--- src/rtl/stream_packet_fifo_if.sv ---
// Beat-stream bundle around stream_packet_fifo: upstream (s_*) and downstream (m_*) handshakes.
// The slave modport is the buffer's view; the master modport is the surrounding environment's view.
interface stream_packet_fifo_if #(
    parameter int T_DATA_WIDTH = 4,
    parameter int T_QOS__WIDTH = 2,
    parameter int T_ID___WIDTH = 2
);
    logic [T_DATA_WIDTH-1:0] s_data_in;
    logic [T_QOS__WIDTH-1:0] s_qos_in;
    logic [T_ID___WIDTH-1:0] s_id_in;
    logic                    s_last_in;
    logic                    s_valid_in;
    logic                    s_ready_out;
    logic [T_DATA_WIDTH-1:0] m_data_out;
    logic [T_QOS__WIDTH-1:0] m_qos_out;
    logic [T_ID___WIDTH-1:0] m_id_out;
    logic                    m_last_out;
    logic                    m_valid_out;
    logic                    m_ready_in;

    modport slave (
        input  s_data_in, s_qos_in, s_id_in, s_last_in, s_valid_in, m_ready_in,
        output s_ready_out, m_data_out, m_qos_out, m_id_out, m_last_out, m_valid_out
    );

    modport master (
        output s_data_in, s_qos_in, s_id_in, s_last_in, s_valid_in, m_ready_in,
        input  s_ready_out, m_data_out, m_qos_out, m_id_out, m_last_out, m_valid_out
    );
endinterface

--- src/rtl/stream_packet_fifo.sv ---
// Store-and-forward packet buffer: a packet is released only once its last beat is stored.
// Define STREAM_PACKET_FIFO_CUT_THROUGH_EN to forward every beat as soon as it is stored.
module stream_packet_fifo #(
    parameter int T_DATA_WIDTH = 4,
    parameter int T_QOS__WIDTH = 2,
    parameter int T_ID___WIDTH = 2,
    parameter int DEPTH        = 8
) (
    input  logic                         clk,
    input  logic                         rst,
    stream_packet_fifo_if.slave          bus,
    output logic [$clog2(DEPTH+1)-1:0]   level_out,
    output logic [$clog2(DEPTH+1)-1:0]   pkt_count_out
);
    localparam int AW  = $clog2(DEPTH);
    localparam int AW1 = AW + 1;
    localparam int CW  = $clog2(DEPTH + 1);
    localparam int EW  = T_DATA_WIDTH + T_QOS__WIDTH + T_ID___WIDTH + 1;
    localparam logic [AW:0] FULL_LVL = AW1'(DEPTH);

    logic [EW-1:0] mem_q [DEPTH];
    logic [AW:0]   wr_ptr_q, wr_ptr_d;
    logic [AW:0]   rd_ptr_q, rd_ptr_d;
    logic [CW-1:0] pkt_cnt_q, pkt_cnt_d;
    logic          ready_q, ready_d;
    logic [AW:0]   level_s, level_d;
    logic [EW-1:0] head_s;
    logic          wr_en_s, rd_en_s, valid_s;
    logic          wr_last_s, rd_last_s;

    // Pointer MSB separates full from empty, so the difference is the exact level.
    assign level_s = wr_ptr_q - rd_ptr_q;
    assign head_s  = mem_q[rd_ptr_q[AW-1:0]];

`ifdef STREAM_PACKET_FIFO_CUT_THROUGH_EN
    assign valid_s = (level_s != '0);
`else
    // A full buffer with no complete packet streams out anyway to avoid deadlock.
    assign valid_s = (level_s != '0) && ((pkt_cnt_q != '0) || (level_s == FULL_LVL));
`endif

    assign wr_en_s   = bus.s_valid_in && ready_q;
    assign rd_en_s   = valid_s && bus.m_ready_in;
    assign wr_last_s = wr_en_s && bus.s_last_in;
    assign rd_last_s = rd_en_s && head_s[EW-1];

    // Next-state for pointers, level, packet count and upstream ready.
    always_comb begin
        wr_ptr_d  = wr_ptr_q;
        rd_ptr_d  = rd_ptr_q;
        level_d   = level_s;
        pkt_cnt_d = pkt_cnt_q;
        if (wr_en_s) begin
            wr_ptr_d = wr_ptr_q + AW1'(1);
        end else begin
            wr_ptr_d = wr_ptr_q;
        end
        if (rd_en_s) begin
            rd_ptr_d = rd_ptr_q + AW1'(1);
        end else begin
            rd_ptr_d = rd_ptr_q;
        end
        case ({wr_en_s, rd_en_s})
            2'b10:   level_d = level_s + AW1'(1);
            2'b01:   level_d = level_s - AW1'(1);
            default: level_d = level_s;
        endcase
        case ({wr_last_s, rd_last_s})
            2'b10:   pkt_cnt_d = pkt_cnt_q + CW'(1);
            2'b01:   pkt_cnt_d = pkt_cnt_q - CW'(1);
            default: pkt_cnt_d = pkt_cnt_q;
        endcase
        // Ready looks at the post-edge level, so a read while full frees the slot one cycle later.
        ready_d = (level_d != FULL_LVL);
    end

    // State registers and beat storage; reset discards everything and clears the entries.
    always_ff @(posedge clk or posedge rst) begin
        if (rst) begin
            wr_ptr_q  <= '0;
            rd_ptr_q  <= '0;
            pkt_cnt_q <= '0;
            ready_q   <= 1'b0;
            for (int i = 0; i < DEPTH; i++) begin
                mem_q[i] <= '0;
            end
        end else begin
            wr_ptr_q  <= wr_ptr_d;
            rd_ptr_q  <= rd_ptr_d;
            pkt_cnt_q <= pkt_cnt_d;
            ready_q   <= ready_d;
            if (wr_en_s) begin
                mem_q[wr_ptr_q[AW-1:0]] <= {bus.s_last_in, bus.s_id_in, bus.s_qos_in, bus.s_data_in};
            end
        end
    end

    assign bus.s_ready_out = ready_q;
    assign bus.m_valid_out = valid_s;
    assign bus.m_data_out  = head_s[T_DATA_WIDTH-1:0];
    assign bus.m_qos_out   = head_s[T_DATA_WIDTH +: T_QOS__WIDTH];
    assign bus.m_id_out    = head_s[T_DATA_WIDTH+T_QOS__WIDTH +: T_ID___WIDTH];
    assign bus.m_last_out  = head_s[EW-1];
    assign level_out       = CW'(level_s);
    assign pkt_count_out   = pkt_cnt_q;
endmodule
--- src/flat_wrapper.sv ---
// flat-port wrapper written by rule: the top's interface ports become plain ports
module stream_packet_fifo_flat 
#(
    parameter int T_DATA_WIDTH = 4,
    parameter int T_QOS__WIDTH = 2,
    parameter int T_ID___WIDTH = 2,
    parameter int DEPTH        = 8
)
  (clk, rst, level_out, pkt_count_out, bus_s_data_in, bus_s_qos_in, bus_s_id_in, bus_s_last_in, bus_s_valid_in, bus_m_ready_in, bus_s_ready_out, bus_m_data_out, bus_m_qos_out, bus_m_id_out, bus_m_last_out, bus_m_valid_out);
  stream_packet_fifo_if #(.T_DATA_WIDTH(T_DATA_WIDTH), .T_QOS__WIDTH(T_QOS__WIDTH), .T_ID___WIDTH(T_ID___WIDTH)) bus_i ();
  input  logic clk;
  input  logic rst;
  output logic [$clog2(DEPTH+1)-1:0] level_out;
  output logic [$clog2(DEPTH+1)-1:0] pkt_count_out;
  input wire logic [$bits(bus_i.s_data_in)-1:0] bus_s_data_in;
  input wire logic [$bits(bus_i.s_qos_in)-1:0] bus_s_qos_in;
  input wire logic [$bits(bus_i.s_id_in)-1:0] bus_s_id_in;
  input wire logic [$bits(bus_i.s_last_in)-1:0] bus_s_last_in;
  input wire logic [$bits(bus_i.s_valid_in)-1:0] bus_s_valid_in;
  input wire logic [$bits(bus_i.m_ready_in)-1:0] bus_m_ready_in;
  output wire logic [$bits(bus_i.s_ready_out)-1:0] bus_s_ready_out;
  output wire logic [$bits(bus_i.m_data_out)-1:0] bus_m_data_out;
  output wire logic [$bits(bus_i.m_qos_out)-1:0] bus_m_qos_out;
  output wire logic [$bits(bus_i.m_id_out)-1:0] bus_m_id_out;
  output wire logic [$bits(bus_i.m_last_out)-1:0] bus_m_last_out;
  output wire logic [$bits(bus_i.m_valid_out)-1:0] bus_m_valid_out;
  assign bus_i.s_data_in = bus_s_data_in;
  assign bus_i.s_qos_in = bus_s_qos_in;
  assign bus_i.s_id_in = bus_s_id_in;
  assign bus_i.s_last_in = bus_s_last_in;
  assign bus_i.s_valid_in = bus_s_valid_in;
  assign bus_i.m_ready_in = bus_m_ready_in;
  assign bus_s_ready_out = bus_i.s_ready_out;
  assign bus_m_data_out = bus_i.m_data_out;
  assign bus_m_qos_out = bus_i.m_qos_out;
  assign bus_m_id_out = bus_i.m_id_out;
  assign bus_m_last_out = bus_i.m_last_out;
  assign bus_m_valid_out = bus_i.m_valid_out;
  stream_packet_fifo #(.T_DATA_WIDTH(T_DATA_WIDTH), .T_QOS__WIDTH(T_QOS__WIDTH), .T_ID___WIDTH(T_ID___WIDTH), .DEPTH(DEPTH)) u_core (.clk(clk), .rst(rst), .bus(bus_i), .level_out(level_out), .pkt_count_out(pkt_count_out));
endmodule
--- config.mk ---
export PLATFORM = sky130hd
export DESIGN_NAME = stream_packet_fifo_flat
export DESIGN_NICKNAME = d
export VERILOG_FILES = /design/src/rtl/stream_packet_fifo_if.sv /design/src/rtl/stream_packet_fifo.sv /design/src/flat_wrapper.sv
export SDC_FILE = /design/constraint.sdc
export NUM_CORES = 1
export LEC_CHECK = 0
export CAP_MARGIN = 5
export CELL_PAD_IN_SITES_DETAIL_PLACEMENT = 2
export CELL_PAD_IN_SITES_GLOBAL_PLACEMENT = 2
export CORE_MARGIN = 2
export CORE_UTILIZATION = 46
export CTS_BUF_LIST = sky130_fd_sc_hd__clkbuf_8
export DETAILED_ROUTE_END_ITERATION = 8
export PLACE_DENSITY = 0.88
export SYNTH_ARGS = -nofsm -noshare
export SYNTH_HDL_FRONTEND = slang
export SYNTH_SLANG_ARGS = --single-unit
--- constraint.sdc ---
create_clock -name clk -period 6.3 [get_ports clk]
set_clock_uncertainty 0.05 [all_clocks]
set_input_delay 1.26 -clock clk [delete_from_list [all_inputs] [get_ports clk]]
set_output_delay 1.26 -clock clk [all_outputs]
set_load 0.01 [all_outputs]
==> impl_metrics.ini, run 1 <==
[outcome]
run_status = finished, final reports clean

[floorplanning]
initial_utilization = 0.470
coreArea_um2 = 9200
floorplan.die_area_um2 = 10200
rows = 35
design.portCount = 32
fp.dieW_um = 101
die_height_um = 101

[detailed_routing]
via_per_instance_ratio = 5.93
route.antenna.remaining_nets = 0
wl_per_instance_um = 24.1
route.final.wire_length_um = 11200
firstDrtPassIters = 4
drt_drc_violations_left = 0
drtIter0Drc = 91
via_count = 2768

[sta]
worst_hold_slack_across_all_endpoints_ps = 461
timing_max_transition_violations_final = 0
unrepaired_setup_endpoints_after_global_routing = no
fin_crit_ps = 4780
finalHoldViolations = 0
tns_ps = 0
timing.max_slew.rel_slack = 0.284
setup_viol = 0
max_slew.worst_pin.slew_ps = 1070
max_freq_ghz = 0.209
fin_crit_sh = 0.759

[clocking]
cts-root-buf = sky130_fd_sc_hd__clkbuf_8
cts-buffers-inserted = 9
post-cts-setup-buffers = 0
h_tree_depth_reported_by_cts = 3
clockBufferDepth = 2
tritoncts_clock_tree = yes
clock-sinks = 85
clock_latency_on_the_worst_skew_pair_ps = 370
number_of_hold_repair_buffers_added_at_the_cts_stage = 0
clkTransAtPathRegs_ps = 90
post_cts.resized_instances = 0

[finish]
area_delta_synth_final_pct = 14.1
final_layout_size_suffix_gt1_frac = 0.340
final_core_utilization = 0.537
antenna_cells = 0
finish.net_count = 379
num-fill-cells = 871

[setup_path]
crit_end_category = output port
startpoint = u_core.rd_ptr_q[2]
critical_path_peak_fanout = 15
crit_type = flip-flop to output port
setup.reg_to_reg.worst_slack_ps = 2090
worstPathRequired_ps = 4990
critPathLaunchType = flip-flop
worst_r2r_path_depth = 11
worstReg2RegStart = u_core.rd_ptr_q[2]
r2r_end = u_core.bus.s_ready_out
worst_ep_arrival_time_ps = 3470

[yosys]
synth-seq-area-share = 0.492
synth-seq-cells = 85
synth_warnings = 0
post_synth_most_frequent_cells = sky130_fd_sc_hd__dfrtp_1 (85), sky130_fd_sc_hd__mux2_2 (73), sky130_fd_sc_hd__nand2_1 (30)
synth-edff-count = 0
yosysTopAreaCell = sky130_fd_sc_hd__dfrtp_1
synth_cells = 317
synthesized_netlist_net_count = 344
asyncSetResetFlopFracSynth = 1.00
synth.area.top_cells = sky130_fd_sc_hd__dfrtp_1 (49%), sky130_fd_sc_hd__mux2_2 (19%), sky130_fd_sc_hd__mux4_2 (9.4%)
synth.cell_area_um2 = 4330
post-synth-top-count-cell = sky130_fd_sc_hd__dfrtp_1
synth_top_cell_area_share = 0.492
ys_dominant_reg_cell = sky130_fd_sc_hd__dfrtp_1
avgSynthCellArea_um2 = 13.6
netlist-cell-type-count = 44

[grt]
globalRoute.totalOverflow = 0
grt_max_degree = 86
grt_first_pass_wirelength_um = 18200
globalRouteTotalUtil = 0.246
grt_antenna_before_repair = 0
grt_pass1_vias = 3213

[hold_path]
timing.hold.worst_endpoint = u_core.mem_q[8]
hold-path-cell-count = 1
worst_hold_path_type = flip-flop to flip-flop
worstHoldStart = u_core.mem_q[8]

[power_and_ir_drop]
clkPwrFrac = 0.124
swShare = 0.395
p_leak_nw = 2.11
total_power_per_unit_cell_area_nw_per_um2 = 641
power_frac_seq = 0.330
total_internal_power_mw = 1.92
power.net_switching_mw = 1.25
ir_drop_mv = 0.226
power.combinational.fraction = 0.546

[placement]
port_buffers = 31
finalWeightedCongestion = 0.865
dp.final_hpwl_um = 7490

[run]
max_cap_check_violation_count = 0
metal layers:
layer,track usage,vias up,wire (um)
met5,0,-,0
met4,0.0832,0,163
met3,0.0368,11,217
met2,0.436,41,6010
met1,0.307,1490,4860
li1,-,1226,-
power groups by stage:
| stage | Combinational [mW] | Clock (mW) | Sequential [mW] |
|---|---|---|---|
| 6_report | 1.73 | 0.391 | 1.04 |
| 3_5_place_dp | 1.73 | 0 | 1.05 |
| 3_3_place_gp | 1.64 | 0 | 1.01 |
| 2_1_floorplan | 1.19 | 0 | 0.961 |
| 5_1_grt | 1.89 | 0.417 | 1.08 |
| 4_1_cts | 1.76 | 0.402 | 1.04 |
area by class of cell:
| cell class | instances | area, um^2 | area share |
|---|---|---|---|
| timing repair buffer | 34 | 333 | 0.0674 |
| clock buffer | 10 | 138 | 0.0279 |
| sequential | 85 | 2130 | 0.431 |
| multi-input combinational | 209 | 2100 | 0.425 |
| tap | 111 | 139 | 0.0281 |
| inverter | 13 | 50.0 | 0.0101 |
| clock inverter | 5 | 52.6 | 0.0106 |
critical path: stages, from the launching register on:
cell and delay (ps):
sky130_fd_sc_hd__dfrtp_1 730, sky130_fd_sc_hd__inv_1 400, sky130_fd_sc_hd__ha_1 490, sky130_fd_sc_hd__and3b_1 250, sky130_fd_sc_hd__nor3_1 370, sky130_fd_sc_hd__nor2_1 130
sky130_fd_sc_hd__a21boi_0 170, sky130_fd_sc_hd__clkdlybuf4s50_1 560
worst max-delay path by stage:
stage,endpoint,cells after the start
2_1_floorplan,u_core.bus.s_ready_out,13
3_3_place_gp,bus_m_valid_out,7
3_5_place_dp,bus_m_valid_out,7
4_1_cts,bus_m_valid_out,7
5_1_grt,bus_m_valid_out,7
6_report,bus_m_valid_out,7
metrics by stage:
stage / total power, mW / area, um^2 / setup slack [ps] / std cells
floorplan: 2.15 / 4330 / 2420 / 317
global placement: 2.64 / 4750 / 2060 / 452
finish: 3.17 / 4940 / 1520 / 467
global route: 3.39 / 4940 / 1220 / 467
detailed placement: 2.78 / 4750 / 1910 / 452
CTS: 3.20 / 4940 / 1500 / 467
logic make-up (layout without fill, tap and decap cells):
group | count (synthesis) | after routing | synth area share
mux | 94 | 94 | 0.292
buf+inv | 23 | 62 | 0.0231
xor+xnor | 11 | 11 | 0.0240
simple gates | 64 | 64 | 0.0810
flops | 85 | 85 | 0.492
compound gates | 26 | 26 | 0.0428
fa+ha+maj | 14 | 14 | 0.0457
registers in the layout (all words and copies together) (netlist names):
register / cells
u_core.mem_q: 72
u_core.pkt_count_out: 4
u_core.rd_ptr_q: 4
u_core.wr_ptr_q: 4
u_core.bus.s_ready_out: 1
cell usage in the layout (no fill, tap or decap), drive strengths merged, types with 2 or more instances in the layout:
cell type	instances
o311ai	3
a211oi	2
clkbuf	10
clkdlybuf4s50	31
clkinv	4
o21ai	4
ha	11
mux2	74
nor4	3
fa	3
a311oi	2
xor2	4
a21boi	2
nand3b	3
buf	3
inv	13
and3b	2
xnor2	7
a21o	2
nand2b	4
nor3	5
a21oi	7
or3	2
mux4	18
mux2i	2
nand2	31
nor2	8
nand3	4
dfrtp	85
(Power assumes the default switching activity.)
==> inputs of run 2 (changes only) <==
- CORE_UTILIZATION: 46 -> 39
- PLACE_DENSITY: 0.88 -> 0.79
- clock period: 6.3 -> 4.3 ns (I/O delays scaled with it)
==> impl_metrics.ini, run 2 (synthesized netlist as in run 1, its figures left out) <==
[grt]
grt_max_degree = 46
globalRouteTotalUtil = 0.216
grt_pass1_vias = 3181
grt_antenna_before_repair = 0
grt_first_pass_wirelength_um = 18600
globalRoute.totalOverflow = 0

[clocking]
clock-sinks = 85
clock_latency_on_the_worst_skew_pair_ps = 370
h_tree_depth_reported_by_cts = 3
cts-buffers-inserted = 9
cts-root-buf = sky130_fd_sc_hd__clkbuf_8
post_cts.resized_instances = 0
clkTransAtPathRegs_ps = 80
number_of_hold_repair_buffers_added_at_the_cts_stage = 0
clockBufferDepth = 2
tritoncts_clock_tree = yes
post-cts-setup-buffers = 0

[finish]
most_used_cells_in_the_layout_excluding_fill_and_tap_cells = sky130_fd_sc_hd__dfrtp_1 (85), sky130_fd_sc_hd__mux2_2 (73), sky130_fd_sc_hd__clkdlybuf4s50_1 (31), sky130_fd_sc_hd__nand2_1 (30), sky130_fd_sc_hd__mux4_2 (18)
area_delta_synth_final_pct = 15.1
max_flop_register = u_core.mem_q
largest_reg_flops = 72
antenna_cells = 0
layout_commonest_cell = sky130_fd_sc_hd__dfrtp_1
finish.net_count = 382
num-fill-cells = 1090
final_layout_size_suffix_gt1_frac = 0.339

[setup_path]
crit_end_category = output port
critical_path_peak_fanout = 8
critPathLaunchType = flip-flop
worst_ep_arrival_time_ps = 3070
worstReg2RegStart = u_core.wr_ptr_q[0]
startpoint = u_core.wr_ptr_q[0]
worstPathRequired_ps = 3390
crit_type = flip-flop to output port

[floorplanning]
initial_utilization = 0.399
design.portCount = 32
die_height_um = 109
rows = 38
floorplan.die_area_um2 = 12000
fp.dieW_um = 109
coreArea_um2 = 10800

[sta]
max_freq_ghz = 0.252
max_slew.worst_pin.slew_ps = 1010
timing.max_slew.rel_slack = 0.320
tns_ps = 0
setup_viol = 0
fin_crit_sh = 0.925
finalHoldViolations = 0
final_critical_path_setup_slack_ps = 325
timing_max_transition_violations_final = 0
fin_crit_ps = 3980
unrepaired_setup_endpoints_after_global_routing = no

[power_and_ir_drop]
ir_drop_mv = 0.619
post-layout-total-power_mw = 4.58
total_power_per_unit_cell_area_nw_per_um2 = 920
p_leak_nw = 2.13

[run]
max_cap_check_violation_count = 0

[detailed_routing]
routed-wl-met3_um = 341
via_count = 2786
top_signal_layer_used = met4
firstDrtPassIters = 6
via_per_instance_ratio = 5.57
drtIter0Drc = 88
wl_per_instance_um = 23.0
routed-wl-met2_um = 5810
m1WireLength_um = 5070
route.antenna.remaining_nets = 0
route.final.wire_length_um = 11500
drt_drc_violations_left = 0

[outcome]
run_status = finished, final reports clean

[placement]
dp.final_hpwl_um = 7760
finalWeightedCongestion = 0.761
port_buffers = 31
place_worst_setup_slack_ps = 364

[hold_path]
worstHoldStart = u_core.mem_q[66]
worst_hold_path_type = flip-flop to flip-flop
==> run 2: cell count changes in the layout (fill, tap and decap cells not counted) <==
cell,change
sky130_fd_sc_hd__clkinv_2,-1
sky130_fd_sc_hd__bufinv_16,-1
sky130_fd_sc_hd__inv_1,+3
sky130_fd_sc_hd__buf_4,+3
sky130_fd_sc_hd__clkinv_4,-1
sky130_fd_sc_hd__clkbuf_8,+1
==> run 2: final timing paths <==
kind | slack (ps) | depth (start not counted) | end
max reg2reg | 390 | 13 | u_core.bus.s_ready_out
max | 320 | 8 | bus_m_valid_out
min in group asynchronous | 900 | 2 | u_core.mem_q[63]
max in group asynchronous | 2440 | 3 | u_core.mem_q[42]
min | 460 | 1 | u_core.mem_q[66]
min reg2reg | 460 | 1 | u_core.mem_q[66]
==> run 2: per-stage QoR <==
stage,hold slack (ps),cells,cell area [um^2],utilization
final,457,500,4980,0.459
after detailed placement,444,484,4810,0.443
after global routing,475,500,4980,0.459
after global placement,432,484,4810,0.443
after CTS,463,500,4980,0.459
after floorplan,425,317,4330,-
==> run 2: per-layer routing <==
metal,GRT usage,up-vias
li1,-,1232
met1,0.282,1491
met2,0.355,44
met3,0.0421,19
met4,0.0850,0
met5,0,-
==> run 2: worst max-delay path: stages (launching register included) <==
cell	delay [ps]
sky130_fd_sc_hd__dfrtp_1	590
sky130_fd_sc_hd__inv_1	80
sky130_fd_sc_hd__ha_1	220
sky130_fd_sc_hd__inv_1	70
sky130_fd_sc_hd__fa_1	500
sky130_fd_sc_hd__nand2b_1	220
sky130_fd_sc_hd__o21ai_1	220
sky130_fd_sc_hd__a21boi_0	230
sky130_fd_sc_hd__clkdlybuf4s50_1	560
==> run 2: layout make-up <==
type / instances / area (um^2) / share of cell area
well taps: 140 / 175 / 0.0352
repair buffers: 37 / 355 / 0.0714
flip-flops and latches: 85 / 2130 / 0.427
inverters: 13 / 50.0 / 0.0101
clock inverters: 5 / 20.0 / 0.00402
clock buffers: 11 / 151 / 0.0304
multi-input cells: 209 / 2100 / 0.422
==> run 2: power breakdown <==
group / leakage (nW) / internal [mW] / switching [mW]
sequential: 1.02 / 1.21 / 0.286
clock: 0.104 / 0.233 / 0.285
combinational: 1.00 / 1.33 / 1.24
total: 2.13 / 2.77 / 1.81
==> inputs of run 3 (changes only) <==
- CORE_UTILIZATION: 39 -> 42
- DONT_BUFFER_PORTS: not set -> 1
- GPL_TIMING_DRIVEN: not set -> 0
==> impl_metrics.ini, run 3 (synthesized netlist as in run 1, its figures left out) <==
[outcome]
run_status = finished, final reports clean

[sta]
setup_viol = 0
max_slew.worst_pin.slew_ps = 1040
fin_crit_sh = 0.971
worst_hold_slack_across_all_endpoints_ps = 249
tns_ps = 0
timing_max_transition_violations_final = 0
timing.max_slew.rel_slack = 0.300
finalHoldViolations = 0
fin_crit_ps = 4170
unrepaired_setup_endpoints_after_global_routing = no
max_freq_ghz = 0.240

[setup_path]
crit_end_category = flip-flop
critPathLaunchType = flip-flop
worst_ep_arrival_time_ps = 4370
cp_common_cell = sky130_fd_sc_hd__buf_6
crit_type = flip-flop to flip-flop
slowest_stage = sky130_fd_sc_hd__fa_2
worstPathRequired_ps = 4500
critPathMaxStageDelay_ps = 570
critical_path_peak_fanout = 10
path_cells = buf_6, buf_6, inv_1, fa_2, nor2b_2, nand2_1, o311ai_4, inv_2, ha_1, fa_1, or3_1, nor4_2, o2bb2ai_1

[finish]
largest_reg_flops = 72
antenna_cells = 0
finish.cell_count_without_fillers = 473
layout_commonest_cell = sky130_fd_sc_hd__dfrtp_1
area_delta_synth_final_pct = 11.5
most_used_cells_in_the_layout_excluding_fill_and_tap_cells = sky130_fd_sc_hd__dfrtp_1 (84), sky130_fd_sc_hd__mux2_2 (73), sky130_fd_sc_hd__nand2_1 (30), sky130_fd_sc_hd__mux4_2 (18)
max_flop_register = u_core.mem_q
final_layout_size_suffix_gt1_frac = 0.407
finish.net_count = 359
post-route-cell-area_um2 = 4830
num-fill-cells = 969

[placement]
dpl_cell_area_um2 = 4530
place_inst = 454
port_buffers = 0
dp.final_hpwl_um = 7630
finalWeightedCongestion = 0.774

[grt]
globalRouteTotalUtil = 0.227
grt_pass1_vias = 3154
grt_antenna_before_repair = 0
grt_max_degree = 70
grt_first_pass_wirelength_um = 18700
globalRoute.totalOverflow = 0

[floorplanning]
floorplan.die_area_um2 = 11100
die_height_um = 105
initial_utilization = 0.427
design.portCount = 32
coreArea_um2 = 10100
rows = 37
fp.dieW_um = 105

[power_and_ir_drop]
p_leak_nw = 2.05
post-layout-total-power_mw = 4.53
ir_drop_mv = 0.344
total_power_per_unit_cell_area_nw_per_um2 = 939

[clocking]
number_of_hold_repair_buffers_added_at_the_cts_stage = 0
tritoncts_clock_tree = yes
h_tree_depth_reported_by_cts = 3
clockBufferDepth = 2
clkTransAtPathRegs_ps = 90
cts-root-buf = sky130_fd_sc_hd__clkbuf_8
cts-buffers-inserted = 9
clock_latency_on_the_worst_skew_pair_ps = 370
clock-sinks = 85

[detailed_routing]
firstDrtPassIters = 4
route.antenna.remaining_nets = 0
drtIter0Drc = 114
drt_drc_violations_left = 0
via_count = 2716
routed-wl-met3_um = 357
routed-wl-met2_um = 6280
m1WireLength_um = 4860
route.final.wire_length_um = 11700
via_per_instance_ratio = 5.74
top_signal_layer_used = met4
wl_per_instance_um = 24.7

[run]
max_cap_check_violation_count = 0

[hold_path]
worst_hold_path_type = primary input to async pin
==> run 3: cell count changes in the layout (fill, tap and decap cells not counted), moves of 2 or more <==
cell,delta
sky130_fd_sc_hd__buf_2,+3
sky130_fd_sc_hd__buf_6,+2
sky130_fd_sc_hd__bufinv_16,+2
sky130_fd_sc_hd__clkbuf_1,+2
sky130_fd_sc_hd__clkdlybuf4s50_1,-31
sky130_fd_sc_hd__clkinv_2,-2
sky130_fd_sc_hd__clkinvlp_4,+3
sky130_fd_sc_hd__inv_1,-4
==> run 3: where the power goes <==
| part | switching (mW) | total [mW] | internal [mW] | leakage [nW] |
|---|---|---|---|---|
| combinational | 1.26 | 2.36 | 1.09 | 0.922 |
| sequential | 0.313 | 1.52 | 1.21 | 1.02 |
| clock | 0.295 | 0.653 | 0.359 | 0.108 |
| total | 1.87 | 4.53 | 2.66 | 2.05 |
==> run 3: cell type report <==
cell class | count | area [um^2] | share of cell area
sequential | 85 | 2130 | 0.441
buffer | 9 | 60.1 | 0.0124
clock buffer | 11 | 151 | 0.0314
clock inverter | 5 | 82.6 | 0.0171
timing repair buffer | 5 | 57.6 | 0.0119
multi-input combinational | 209 | 2120 | 0.440
inverter | 13 | 51.3 | 0.0106
tap | 136 | 170 | 0.0353
==> run 3: per-layer routing <==
metal,track usage,vias to the layer above
met4,0.0761,0
met2,0.406,40
met5,0,-
met1,0.268,1468
met3,0.0532,16
li1,-,1192
==> run 3: worst max-delay path, delay by kind of cell (launching register included) <==
family | cells | cell delay [ps]
compound gates | 2 | 510
fa+ha+maj | 3 | 1310
flops | 1 | 440
buf+inv | 4 | 650
simple gates | 4 | 1090
==> run 3: final timing paths <==
check	startpoint	endpoint	slack, ps	cells past startpoint
max	u_core.rd_ptr_q[1]	u_core.bus.s_ready_out	130	13
min	rst	u_core.mem_q[28]	250	1
max reg2reg	u_core.rd_ptr_q[1]	u_core.bus.s_ready_out	130	13
min reg2reg	u_core.mem_q[43]	u_core.mem_q[43]	460	1
max in group asynchronous	rst	u_core.rd_ptr_q[1]	3310	2
min in group clk	u_core.mem_q[43]	u_core.mem_q[43]	460	1
==> run 3: metrics by stage <==
stage / setup WS [ps] / utilization
after floorplan: 422 / -
final: 125 / 0.476
after global routing: 14.6 / 0.476
after global placement: -382 / 0.444
after CTS: 64.2 / 0.472
after detailed placement: -654 / 0.447
==> run 3: timing repair <==
action,in CTS,in global routing
pin swaps,0,1
endpoints found under the setup margin,5,1
resized for setup,8,2
buffers inserted,0,4
